### config.mk
export PLATFORM = sky130hd
export DESIGN_NAME = mem_bus_arbiter
export DESIGN_NICKNAME = d
export VERILOG_FILES = /design/src/rtl/mem_bus_arbiter.sv
export SDC_FILE = /design/constraint.sdc
export NUM_CORES = 1
export LEC_CHECK = 0
export CAP_MARGIN = 30
export CORE_MARGIN = 2
export CORE_UTILIZATION = 25
export DETAILED_ROUTE_END_ITERATION = 8
export SLEW_MARGIN = 20
export SYNTH_ARGS = -nofsm -noshare
export SYNTH_HDL_FRONTEND = slang
export SYNTH_SLANG_ARGS = --single-unit
### constraint.sdc
create_clock -name CLK -period 3.1 [get_ports CLK]
set_clock_uncertainty 0.1 [all_clocks]
set_input_delay 0.775 -clock CLK [delete_from_list [all_inputs] [get_ports CLK]]
set_output_delay 0.775 -clock CLK [all_outputs]
set_load 0.01 [all_outputs]
### src/rtl/mem_bus_arbiter.sv
// Arbitrates one single-ported RAM between instruction fetch and data access; data wins
// unless fetch has waited MAX_D_STREAK data grants. Define ARB_PERF_EN for the grant/busy counters.
module mem_bus_arbiter #(
  parameter int unsigned MAX_D_STREAK = 4,
  parameter int unsigned TIMEOUT      = 64,
  parameter int unsigned CNT_W        = 32
) (
  input  logic             CLK,
  input  logic             nRST,
  input  logic             iREN,
  input  logic [31:0]      iaddr,
  output logic [31:0]      iload,
  output logic             ihit,
  input  logic             dREN,
  input  logic             dWEN,
  input  logic [31:0]      daddr,
  input  logic [31:0]      dstore,
  output logic [31:0]      dload,
  output logic             dhit,
  output logic             ramREN,
  output logic             ramWEN,
  output logic [31:0]      ramaddr,
  output logic [31:0]      ramstore,
  input  logic [31:0]      ramload,
  input  logic             ram_ready,
  output logic             bus_err,
`ifdef ARB_PERF_EN
  output logic [CNT_W-1:0] i_grants,
  output logic [CNT_W-1:0] d_grants,
  output logic [CNT_W-1:0] busy_cycles,
`endif
  output logic [1:0]       state_o
);

  // Handshake: a requester holds iREN or dREN/dWEN high until its hit pulse; the hit
  // is the single-cycle completion and read data is only meaningful while it is high.

  typedef enum logic [1:0] {
    IDLE = 2'd0,
    IACC = 2'd1,
    DACC = 2'd2
  } arb_state_t;

  if (CNT_W == 0 || MAX_D_STREAK > 31) begin : g_bad_params
    $error("mem_bus_arbiter: CNT_W must be nonzero and MAX_D_STREAK must fit in 5 bits");
  end

  localparam logic [4:0]  STREAK_MAX = 5'(MAX_D_STREAK);
  localparam logic [31:0] WD_LAST    = 32'(TIMEOUT - 1);

  arb_state_t  state_q, state_d;
  logic [31:0] addr_q, addr_d;
  logic [31:0] store_q, store_d;
  logic        we_q, we_d;
  logic [4:0]  streak_q, streak_d;
  logic [31:0] wd_q, wd_d;

  logic d_req;
  logic wd_expired;

  assign d_req      = dREN | dWEN;
  assign wd_expired = (TIMEOUT != 0) && (wd_q == WD_LAST);

  always_ff @(posedge CLK or negedge nRST) begin
    if (!nRST) begin
      state_q  <= IDLE;
      addr_q   <= '0;
      store_q  <= '0;
      we_q     <= 1'b0;
      streak_q <= '0;
      wd_q     <= '0;
    end else begin
      state_q  <= state_d;
      addr_q   <= addr_d;
      store_q  <= store_d;
      we_q     <= we_d;
      streak_q <= streak_d;
      wd_q     <= wd_d;
    end
  end

  always_comb begin
    state_d  = state_q;
    addr_d   = addr_q;
    store_d  = store_q;
    we_d     = we_q;
    streak_d = streak_q;
    wd_d     = wd_q;
    ihit     = 1'b0;
    dhit     = 1'b0;
    bus_err  = 1'b0;
    ramREN   = 1'b0;
    ramWEN   = 1'b0;

    case (state_q)
      IDLE: begin
        wd_d = '0;
        if (d_req && !(iREN && streak_q == STREAK_MAX)) begin
          state_d = DACC;
          addr_d  = daddr;
          store_d = dstore;
          we_d    = dWEN;
          // Streak only counts data grants that actually made a fetch wait.
          if (iREN) streak_d = (streak_q >= STREAK_MAX) ? STREAK_MAX : streak_q + 5'd1;
          else      streak_d = '0;
        end else if (iREN) begin
          state_d  = IACC;
          addr_d   = iaddr;
          streak_d = '0;
        end
      end
      IACC: begin
        ramREN = 1'b1;
        if (ram_ready) begin
          ihit    = iREN;
          state_d = IDLE;
        end else if (wd_expired) begin
          bus_err = 1'b1;
          state_d = IDLE;
        end else begin
          wd_d = wd_q + 32'd1;
        end
      end
      DACC: begin
        ramWEN = we_q;
        ramREN = ~we_q;
        if (ram_ready) begin
          dhit    = d_req;
          state_d = IDLE;
        end else if (wd_expired) begin
          bus_err = 1'b1;
          state_d = IDLE;
        end else begin
          wd_d = wd_q + 32'd1;
        end
      end
      default: state_d = IDLE;
    endcase
  end

  assign iload    = ramload;
  assign dload    = ramload;
  assign ramaddr  = addr_q;
  assign ramstore = store_q;
  assign state_o  = state_q;

`ifdef ARB_PERF_EN
  logic i_grant, d_grant, busy;

  assign i_grant = (state_q == IDLE) && (state_d == IACC);
  assign d_grant = (state_q == IDLE) && (state_d == DACC);
  assign busy    = (state_q == IACC) || (state_q == DACC);

  always_ff @(posedge CLK or negedge nRST) begin
    if (!nRST) begin
      i_grants    <= '0;
      d_grants    <= '0;
      busy_cycles <= '0;
    end else begin
      if (i_grant) i_grants    <= i_grants + 1'b1;
      if (d_grant) d_grants    <= d_grants + 1'b1;
      if (busy)    busy_cycles <= busy_cycles + 1'b1;
    end
  end
`endif

endmodule

==> metrics.txt <==
CP Cell Sequence=clkdlybuf4s50_1, buf_6, and3_1, clkdlybuf4s50_1; f_max=330.3 MHz; Layout Nets=819; Fin. Hold Viols=0; synth warn=0; Vias=4,393; Syn Nets=706; Crit path top cell by count=clkdlybuf4s50_1; PwrDens=768.2 mW/mm2; clock share of power=19.2%; Comb pwr share=45.9%; Placed Area=0.007443 mm2; # H-tree levels=3; initial antenna violation count=0; number of setup buffers added after CTS=0; power after layout=5951 uW; leakage power=0.003350 uW; GPL Wtd Cong=0.8137; I/O pin count=269; status=complete, no violations; Worst path top cell family by delay=buffers and inverters; clk slew on worst S/H paths=0.07 ns; initial cell density of the core=25.29%; final worst-path setup slack=0.07255 ns; CP max-delay cell=clkdlybuf4s50_1; Worst VDD drop=0.0003736 V; DR pass1 iterations=4; register area share after synthesis=45.72%; final instance area=0.007746 mm2; setup TNS=0 ns; Sw Pwr=2036 uW; final cycle utilization of the critical path=97.66%; core box area=0.02250 mm2; initial drt markers=265; clk sinks=104; Startpoint Class=primary input; sequential share of power=34.9%; Post-Route WL=14,220 um; CP Capture Type=primary output; area share of fa/ha/maj cells after synthesis=1.539%; FF-to-FF Start=wd_q[14]$_DFFE_PN0P_; Crit path arrival time=2.15 ns; GRT Util Overall=12.15%; DRT antenna net count=0; Tmin final=3.027 ns; Gate Count Post-Synth=565; mapped cell area=0.005692 mm2; switch share=34.21%; cell-internal power=3915 uW; # port buffers=172; pin count of the biggest net entering global routing=51; wire per inst=14.70 um; DIE AREA=0.02399 mm2; Worst Path Required=2.22 ns; Critical Path Max Stage Delay=0.54 ns; total of max-cap violations=0; compound-cell area share of the yosys netlist=11.58%; final setup fails=0; combinational family with the most area after synthesis=simple AND/OR/NAND/NOR gates; vias per cell=4.543; number of library cell types mapped by synthesis=46; clock buffer depth=2; post-synthesis xor/xnor area fraction=0%; Layout area overhead=36.10%; # rows=55; slew margin rel.=54.08%; DP Worst Slack=-0.05675 ns; Hold WC Path Type=primary input to asynchronous set/reset pin; mux share of post-synthesis cell area=14.33%; vias in the first global route=4,364; die span in y=154.9 um; Die Width=154.9 um; first-pass GRT wire length=23,250 um; CP Max Fanout=10; Async S/R FF share, synth=100.0%; Final Slew Violations=0; antenna cell count=0; Worst Max-Slew Pin Slew=0.6887 ns; CP bufs+invs=3; syn_area_per_cell=10.07 um2; Crit Path Class=primary input to primary output; HPWL after DPL=10,270 um; detailed-route DRC error count=0; CP Launch Point=ram_ready; Overflow after GRT=0; register bit total from synthesis=104; layout cell share with drive strength beyond 1=14.52%; Synth Area in Simple Gates=15.23%; RSZ-0062 raised after global routing=no; Most used DFF post-synth=dfrtp_1; worst-skew pair later-pin latency=0.35 ns; CTS tree=yes; fill count=2,287; EDFF count, synth=0; clk root buf=clkbuf_16; CTS Buf Count=9
cell families (layout without fill, tap and decap cells):
group	Yosys count	count (layout)
flip-flops	104	104
AO/OA/AOI/OAI	91	91
AND/OR/NAND/NOR	179	179
buffers and inverters	108	225
adder cells (fa/ha/maj)	7	7
multiplexers	76	76
registers in the layout, summed over array words and instances (netlist names):
register  count
ramaddr      32
streak_q      5
wd_q         32
state_o       2
we_q          1
ramstore     32
Yosys cell counts, types with 4 or more instances:
master    count  area, um2
dfrtp_1     104       2603
nand2_1      73      274.0
buf_4        65      488.0
mux2_2       44      495.5
o21ai_0      34      170.2
mux2i_1      32      320.3
nor2_1       30      112.6
clkbuf_1     27      101.4
a22o_1       14      122.6
nand3_1      14      70.07
nor4_1       12      75.07
nand4_1      10      62.56
inv_1         9      33.78
nor3_1        9      45.04
and3_1        8      50.05
ha_1          7      87.58
o311ai_0      7      61.31
and2_1        6      37.54
a21oi_1       5      25.02
and4_1        5      43.79
a21o_1        4      30.03
a221o_1       4      40.04
a31oi_1       4      25.02
buf_1         4      15.01
final cells by class:
class	count	area, um2	share of cell area, %
clock buffer	11	232.7	3.004
clock inverter	4	52.55	0.6784
inverter	9	33.78	0.4361
multi-input combinational	353	2470	31.89
sequential	104	2603	33.60
tap	285	356.6	4.603
timing repair buffer	201	1998	25.80
power by group through the flow:
stage	combinational (uW)	sequential [uW]	clock, uW
CTS	2780	2090	1200
global route	2980	2150	1260
detailed placement	2770	2100	0
global placement	2760	2090	0
floorplan	1140	2290	0
finish	2730	2080	1140
cells in the final DEF (no fill, tap or decap), types with 3 or more instances in the layout:
| master | instances |
|---|---|
| nor3_1 | 9 |
| a21o_1 | 4 |
| nand3_1 | 14 |
| nor2_1 | 30 |
| a22o_1 | 14 |
| a21oi_1 | 5 |
| o211ai_1 | 3 |
| nor4_1 | 11 |
| o311ai_0 | 7 |
| a31o_2 | 3 |
| nor2b_1 | 3 |
| buf_12 | 5 |
| nand2_1 | 73 |
| buf_4 | 24 |
| ha_1 | 7 |
| nand4_1 | 10 |
| inv_1 | 9 |
| mux2i_1 | 32 |
| a211o_1 | 3 |
| and4_1 | 5 |
| o21ai_0 | 34 |
| a221o_1 | 4 |
| clkbuf_16 | 9 |
| and2_1 | 6 |
| clkdlybuf4s50_1 | 170 |
| dfrtp_1 | 104 |
| a31oi_1 | 4 |
| mux2_2 | 44 |
| and3_1 | 8 |
worst register-to-register path, delay by kind of cell, from the launching register on:
kind                   cells  cell delay (ns)
and+or+nand+nor            2             0.96
DFF                        1             0.38
AOI/OAI and AO/OA          3             0.95
buffers and inverters      1             0.15
path summary, 6_finish.rpt:
path                                                 to  slack (ns)  depth (start not counted)
max in group asynchronous       ramaddr[10]$_DFFE_PN0P_        1.85                          2
worst min-delay path               wd_q[14]$_DFFE_PN0P_        0.36                          1
worst min register to register   ramaddr[2]$_DFFE_PN0P_        0.38                          2
worst max register to register   state_o[0]$_DFFE_PN0P_        0.45                          6
min in group CLK                 ramaddr[2]$_DFFE_PN0P_        0.38                          2
worst max-delay path                               ihit        0.07                          4
metrics by stage:
step           hold slack [ns]  std cells  util (%)
6_report                0.3649        967     34.42
3_5_place_dp            0.3700        952     33.08
2_1_floorplan           0.3687        565         -
5_1_grt                 0.4055        967     34.42
4_1_cts                 0.3844        967     34.41
3_3_place_gp            0.3602        952     33.08
layer usage:
layer  routed length, um  vias to the layer above  track usage, %
met5                   0                        -               0
met4                 235                        0           3.704
met3                 800                       21           3.705
met2                7040                      118           20.63
met1                6140                     2083           14.83
li1                    -                     2171               -
what timing repair did:
item,4_1_cts,5_1_grt
pin swaps,2,0
setup endpoints to repair,1,1
endpoints found under the hold margin,0,0
hold buffers,0,0
resized for setup,7,1
No activity file was read; power rests on OpenSTA's default activity.
==> edit 1, RTL diff (same settings) <==
Build with the macro `ARB_PERF_EN` defined.
--- a/src/rtl/mem_bus_arbiter.sv
+++ b/src/rtl/mem_bus_arbiter.sv
@@ -2,2 +2,4 @@
 // unless fetch has waited MAX_D_STREAK data grants. Define ARB_PERF_EN for the grant/busy counters.
+`define ARB_PERF_EN
+
 module mem_bus_arbiter #(
Check against the original RTL (old outputs only; new: busy_cycles, d_grants and i_grants): equivalent (Yosys induction, for registers that start in step).
==> edit 1 against the unedited design <==
Design area rose by 79%; clock power increased by 95%; setup slack better by 9.8 ps; first-iteration DRC count up 35%; final cell count up 82%; sequential share of layout area increased by 2.5 points; utilization rose by 0.64 points; routed wire length is 93% higher; critical path depth is 2 higher; sequential cell count increased by 96; non-clock buffer count increased by 125; total power rose by 56%; die area is 73% higher; synthesized area up 75%; critical path type is now reg -> out.
==> edit 1: results (changes against the unedited design) <==
| Metric | Value |
|---|---|
| Clk_lat worst skew | 440 ps (+90 ps) |
| Pre-CTS setup slack | -288.4 ps (-231.7 ps) |
| Clock transition at the registers of the reported paths | 80 ps |
| Grt met3 use | 0.04506 (+0.008015) |
| Slew margin rel. | 0.5640 (+0.02315) |
| Seq/Total Area, Yosys | 0.5030 (+0.04577) |
| WL final | 27.49 mm (+93%) |
| Outcome | complete, no violations |
| Layout cells sized above 1 | 0.1227 (-0.02250) |
| Syn Nets | 1119 (+58%) |
| Synth area leaders | dfrtp_1 50%, xnor2_1 5.4%, buf_4 4.8%, nand2_1 4.3%, mux2_2 4.2% |
| Met1 usage | 0.1787 (+0.03039) |
| #MultiIn Comb | 653 (+85%) |
| Family with the most delay on the worst path | simple AND/OR/NAND/NOR gates |
| Clock buf/inv share | 0.04177 (+0.004944) |
| CTS Buf Count | 17 (+8) |
| Met3 routed WL | 2.233 mm (+180%) |
| Initial antenna violation count | 0 (unchanged) |
| Port-buffer cells | 268 (+56%) |
| DRT Pass-1 Iters | 5 (+1) |
| Multi-input combinational area share | 0.3133 (-0.005515) |
| Clk sinks | 200 (+92%) |
| GPL Wtd Cong | 0.7749 (-4.8%) |
| Most frequent cells after synthesis | 200 x dfrtp_1, 113 x nand2_1, 64 x buf_4, 61 x xnor2_1, 50 x nand3_1 |
| Via Count | 8006 (+82%) |
| Post-DP HPWL | 20.32 mm (+98%) |
| Synth cell types | 55 (+20%) |
| CP max-delay cell | dfrtp_1 |
| Maximum fanout along the worst path | 5 (-5) |
| H-tree depth | 4 (+1) |
| Global Route Usage Sum | 0.1313 (+0.009780) |
| Clock buffer count | 18 (+7) |
| Die ar. | 41410 um2 (+73%) |
| WL met2 | 12.47 mm (+77%) |
| DR iter-0 viols | 359 (+35%) |
| Reg-to-Reg End | busy_cycles[28]$_DFFE_PN0N_ |
| Final #Nets | 1362 (+66%) |
| Met1 Routed Length | 12.60 mm (+110%) |
| Max VDD drop | 0.0004939 V (+32%) |
| Reg2reg start | state_o[0]$_DFF_PN0_ |
| Worst reg-to-reg setup slack | 400 ps (-50 ps) |
| Inverters | 20 (+11) |
| First-pass GRT wire length | 43.09 mm (+85%) |
| GR Util met2 | 0.2037 (-0.002668) |
| Non-Clock Buffer Count | 326 (+62%) |
| Fillers | 3926 (+72%) |
| Reg2reg path depth | 10 (+4) |
| Max clock buf depth | 2 (unchanged) |
| Lkg Pwr | 0.005837 uW (+74%) |
| Register share of the cell area | 0.3610 (+0.02500) |
| Placed cell area | 13200 um2 (+77%) |
| Asr flop ratio synth | 1.000 (unchanged) |
| Crit path largest cell delay | 450 ps (-90 ps) |
| Largest net degree at the start of global routing | 70 (+37%) |
| Vias in the first global route | 7909 (+81%) |
| Buffer share of cell area | 0.2311 (-0.02690) |
==> edit 1: worst max path at each step <==
stage / start / endpoint / slack [ps]
2_1_floorplan: iREN / i_grants[1]$_DFFE_PN0P_ / 140
3_3_place_gp: iREN / i_grants[10]$_DFFE_PN0P_ / -290
3_5_place_dp: iREN / i_grants[10]$_DFFE_PN0P_ / -290
4_1_cts: wd_q[16]$_DFFE_PN0P_ / bus_err / 30
5_1_grt: wd_q[23]$_DFFE_PN0P_ / bus_err / -60
6_report: wd_q[6]$_DFFE_PN0P_ / bus_err / 80
==> edit 1: kinds of logic (layout without fill, tap and decap cells) <==
family	after synthesis	count (layout)	share of synthesized area
multiplexers	70	70	0.07508
buffers and inverters	122	378	0.07130
AND/OR/NAND/NOR	374	374	0.1890
flip-flops	200	200	0.5030
AO/OA/AOI/OAI	98	98	0.06011
adder cells (fa/ha/maj)	10	10	0.01258
XOR/XNOR	101	101	0.08891
==> edit 1: where the power goes <==
group	switching, uW	internal (uW)
Combinational	1700	1840
Sequential	384	3170
Clock	1130	1090
Total	3210	6100
==> edit 1: metrics by stage <==
| stage | total power, uW | hold slack (ps) | std cells | setup TNS (ps) | utilization |
|---|---|---|---|---|---|
| after floorplan | 5243 | 362.6 | 975 | 0 | - |
| after global placement | 7124 | 360.0 | 1723 | -7427 | 0.3338 |
| after detailed placement | 7198 | 363.7 | 1723 | -7221 | 0.3338 |
| after CTS | 9470 | 207.0 | 1755 | 0 | 0.3493 |
| after global routing | 9908 | 218.4 | 1756 | -60.25 | 0.3507 |
| final | 9313 | 202.7 | 1756 | 0 | 0.3507 |
==> edit 1: timing repair <==
action / CTS / global route
pin swaps: 0 / 2
endpoints found under the setup margin: 3 / 2
endpoints found under the hold margin: 0 / 0
buffers inserted: 0 / 0
resized for setup: 8 / 9
==> edit 2, RTL diff (config.mk and constraints unchanged) <==
Without the edit above. `addr_q` and `wd_q` no longer have a reset.
--- a/src/rtl/mem_bus_arbiter.sv
+++ b/src/rtl/mem_bus_arbiter.sv
@@ -66,3 +66,2 @@
       state_q  <= IDLE;
-      addr_q   <= '0;
       store_q  <= '0;
@@ -70,6 +69,4 @@
       streak_q <= '0;
-      wd_q     <= '0;
     end else begin
       state_q  <= state_d;
-      addr_q   <= addr_d;
       store_q  <= store_d;
@@ -77,4 +74,8 @@
       streak_q <= streak_d;
-      wd_q     <= wd_d;
     end
+  end
+
+  always_ff @(posedge CLK) begin
+    addr_q <= addr_d;
+    wd_q   <= wd_d;
   end
Behaviour: not the same (a bounded check fails within 4 cycles, from zero or initial values and one cycle with nRST low).
==> edit 2 against the unedited design <==
Synthesized area is 6.0% lower; design area shrank 4.1%; non-clock buffer count shrank 7; first-iteration DRC count down 33%; utilization increased by 0.91 points; hold slack worse by 61 ps; sequential power is 22% higher; clock power grew 4%; setup slack better by 64 ps; total power is 3.8% higher; sequential cell count is the same; routed wire length shrank 13%; largest cell class unchanged.
==> edit 2: results (changes against the unedited design) <==
| Metric | Value |
|---|---|
| Synth cell types | 38 (-17%) |
| First-pass GRT wire length | 19.62 mm (-16%) |
| Crit path largest cell delay | 560 ps (+20 ps) |
| Met1 usage | 0.1325 (-0.01578) |
| DR iter-0 viols | 178 (-33%) |
| Fillers | 2040 (-11%) |
| Final #Nets | 701 (-14%) |
| Synth area leaders | edfxtp_1 36%, dfrtp_1 19%, mux2_2 14%, buf_4 9.0%, o31ai_1 2.1% |
| Seq/Total Area, Yosys | 0.5460 (+0.08881) |
| Synthesized area per cell | 12.33 um2 (+22%) |
| Layout cells sized above 1 | 0.2053 (+0.06015) |
| Asr flop ratio synth | 0.3846 (-0.6154) |
| Largest net degree at the start of global routing | 41 (-20%) |
| Via Count | 3794 (-14%) |
| CP max-delay cell | clkdlybuf4s50_1 |
| Crit path arrival time | 2090 ps (-60 ps) |
| Highest routed metal layer | met4 |
| Placed cell count | 818 (-14%) |
| Outcome | complete, no violations |
| Met1 Routed Length | 5.038 mm (-18%) |
| Post-DP HPWL | 9.208 mm (-10%) |
| Post-synth EDFFs | 64 (+64) |
| Syn Nets | 575 (-19%) |
| Placed cell area | 7030 um2 (-5.5%) |
| Reg-to-Reg End | wd_q[28]$_SDFFCE_PP0P_ |
| Met3 routed WL | 996 um (+25%) |
| Number of synthesis warnings | 0 (unchanged) |
| CTS Buf Count | 9 (unchanged) |
| Max VDD drop | 0.0004070 V (+8.9%) |
| Maximum fanout along the worst path | 2 (-8) |
| Grt met3 use | 0.03788 (+0.0008314) |
| Drt wl/cell | 14.75 um (+0.32%) |
| WL met2 | 6.100 mm (-13%) |
| Lkg Pwr | 0.002692 uW (-20%) |
| Most frequent cells after synthesis | 66 x mux2_2, 64 x buf_4, 64 x edfxtp_1, 40 x dfrtp_1, 21 x a21oi_1 |
| Slew margin rel. | 0.6214 (+0.08059) |
| DRT Pass-1 Iters | 4 (unchanged) |
| Pint | 4157 uW (+6.2%) |
| Global Route Usage Sum | 0.1080 (-0.01349) |
| Reg2reg start | wd_q[0]$_SDFFCE_PP0P_ |
| Worst reg-to-reg setup slack | 470 ps (+20 ps) |
| Logic pwr share | 0.398 (-0.061) |
| Reg2reg path depth | 5 (-1) |
| GPL Wtd Cong | 0.7558 (-7.1%) |
| Vias/cell | 4.517 (-0.58%) |
| GR Util met2 | 0.1736 (-0.03271) |
| Top FF cell, synth | edfxtp_1 |
| Vias in the first global route | 3928 (-10%) |
edit 2: layout make-up:
class | instances | area (um2) | area share
flip-flops and latches | 104 | 2923 | 0.3935
repair buffers | 194 | 1924 | 0.2591
multi-input cells | 234 | 1863 | 0.2508
well taps | 275 | 344.1 | 0.04633
clock buffers | 9 | 225.2 | 0.03032
clock inverters | 7 | 83.83 | 0.01129
inverters | 17 | 63.81 | 0.008592
edit 2: worst max-delay path, delay by kind of cell:
family | cells | cell delay (ps)
buf+inv | 2 | 1080
simple gates | 2 | 230
edit 2: logic make-up (layout without fill, tap and decap cells):
kind of cell / count (synthesis) / count (layout) / synth area share
mux: 67 / 67 / 0.1407
flops: 104 / 104 / 0.5460
buf+inv: 96 / 227 / 0.1148
simple gates: 98 / 98 / 0.1064
compound gates: 52 / 52 / 0.05937
xor+xnor: 10 / 10 / 0.01636
fa+ha+maj: 7 / 7 / 0.01636
edit 2: how the worst max path moves through the flow:
stage                                 startpoint                     to  slack, ps
after floorplan            wd_q[0]$_SDFFCE_PP0P_  wd_q[0]$_SDFFCE_PP0P_        570
after global placement                 ram_ready                bus_err       -380
after detailed placement               ram_ready                bus_err       -320
after CTS                 wd_q[17]$_SDFFCE_PP0P_                bus_err         90
after global routing      state_o[0]$_DFFE_PN0P_                bus_err       0.01
final                                       dREN                   dhit        140
edit 2: stage by stage:
| step | worst slack, ps | total power, uW | hold slack (ps) |
|---|---|---|---|
| floorplan | 568.3 | 3737 | 377.3 |
| global placement | -380.3 | 4909 | 386.6 |
| detailed placement | -323.6 | 4980 | 393.0 |
| CTS | 88.55 | 6247 | 410.3 |
| global route | 0.009770 | 6556 | 337.4 |
| finish | 136.4 | 6174 | 304.4 |
edit 2: repair_timing:
action                                  in CTS  in global routing
buffers inserted                             5                  0
endpoints found under the setup margin       1                  0
gates resized for setup                      6                  0
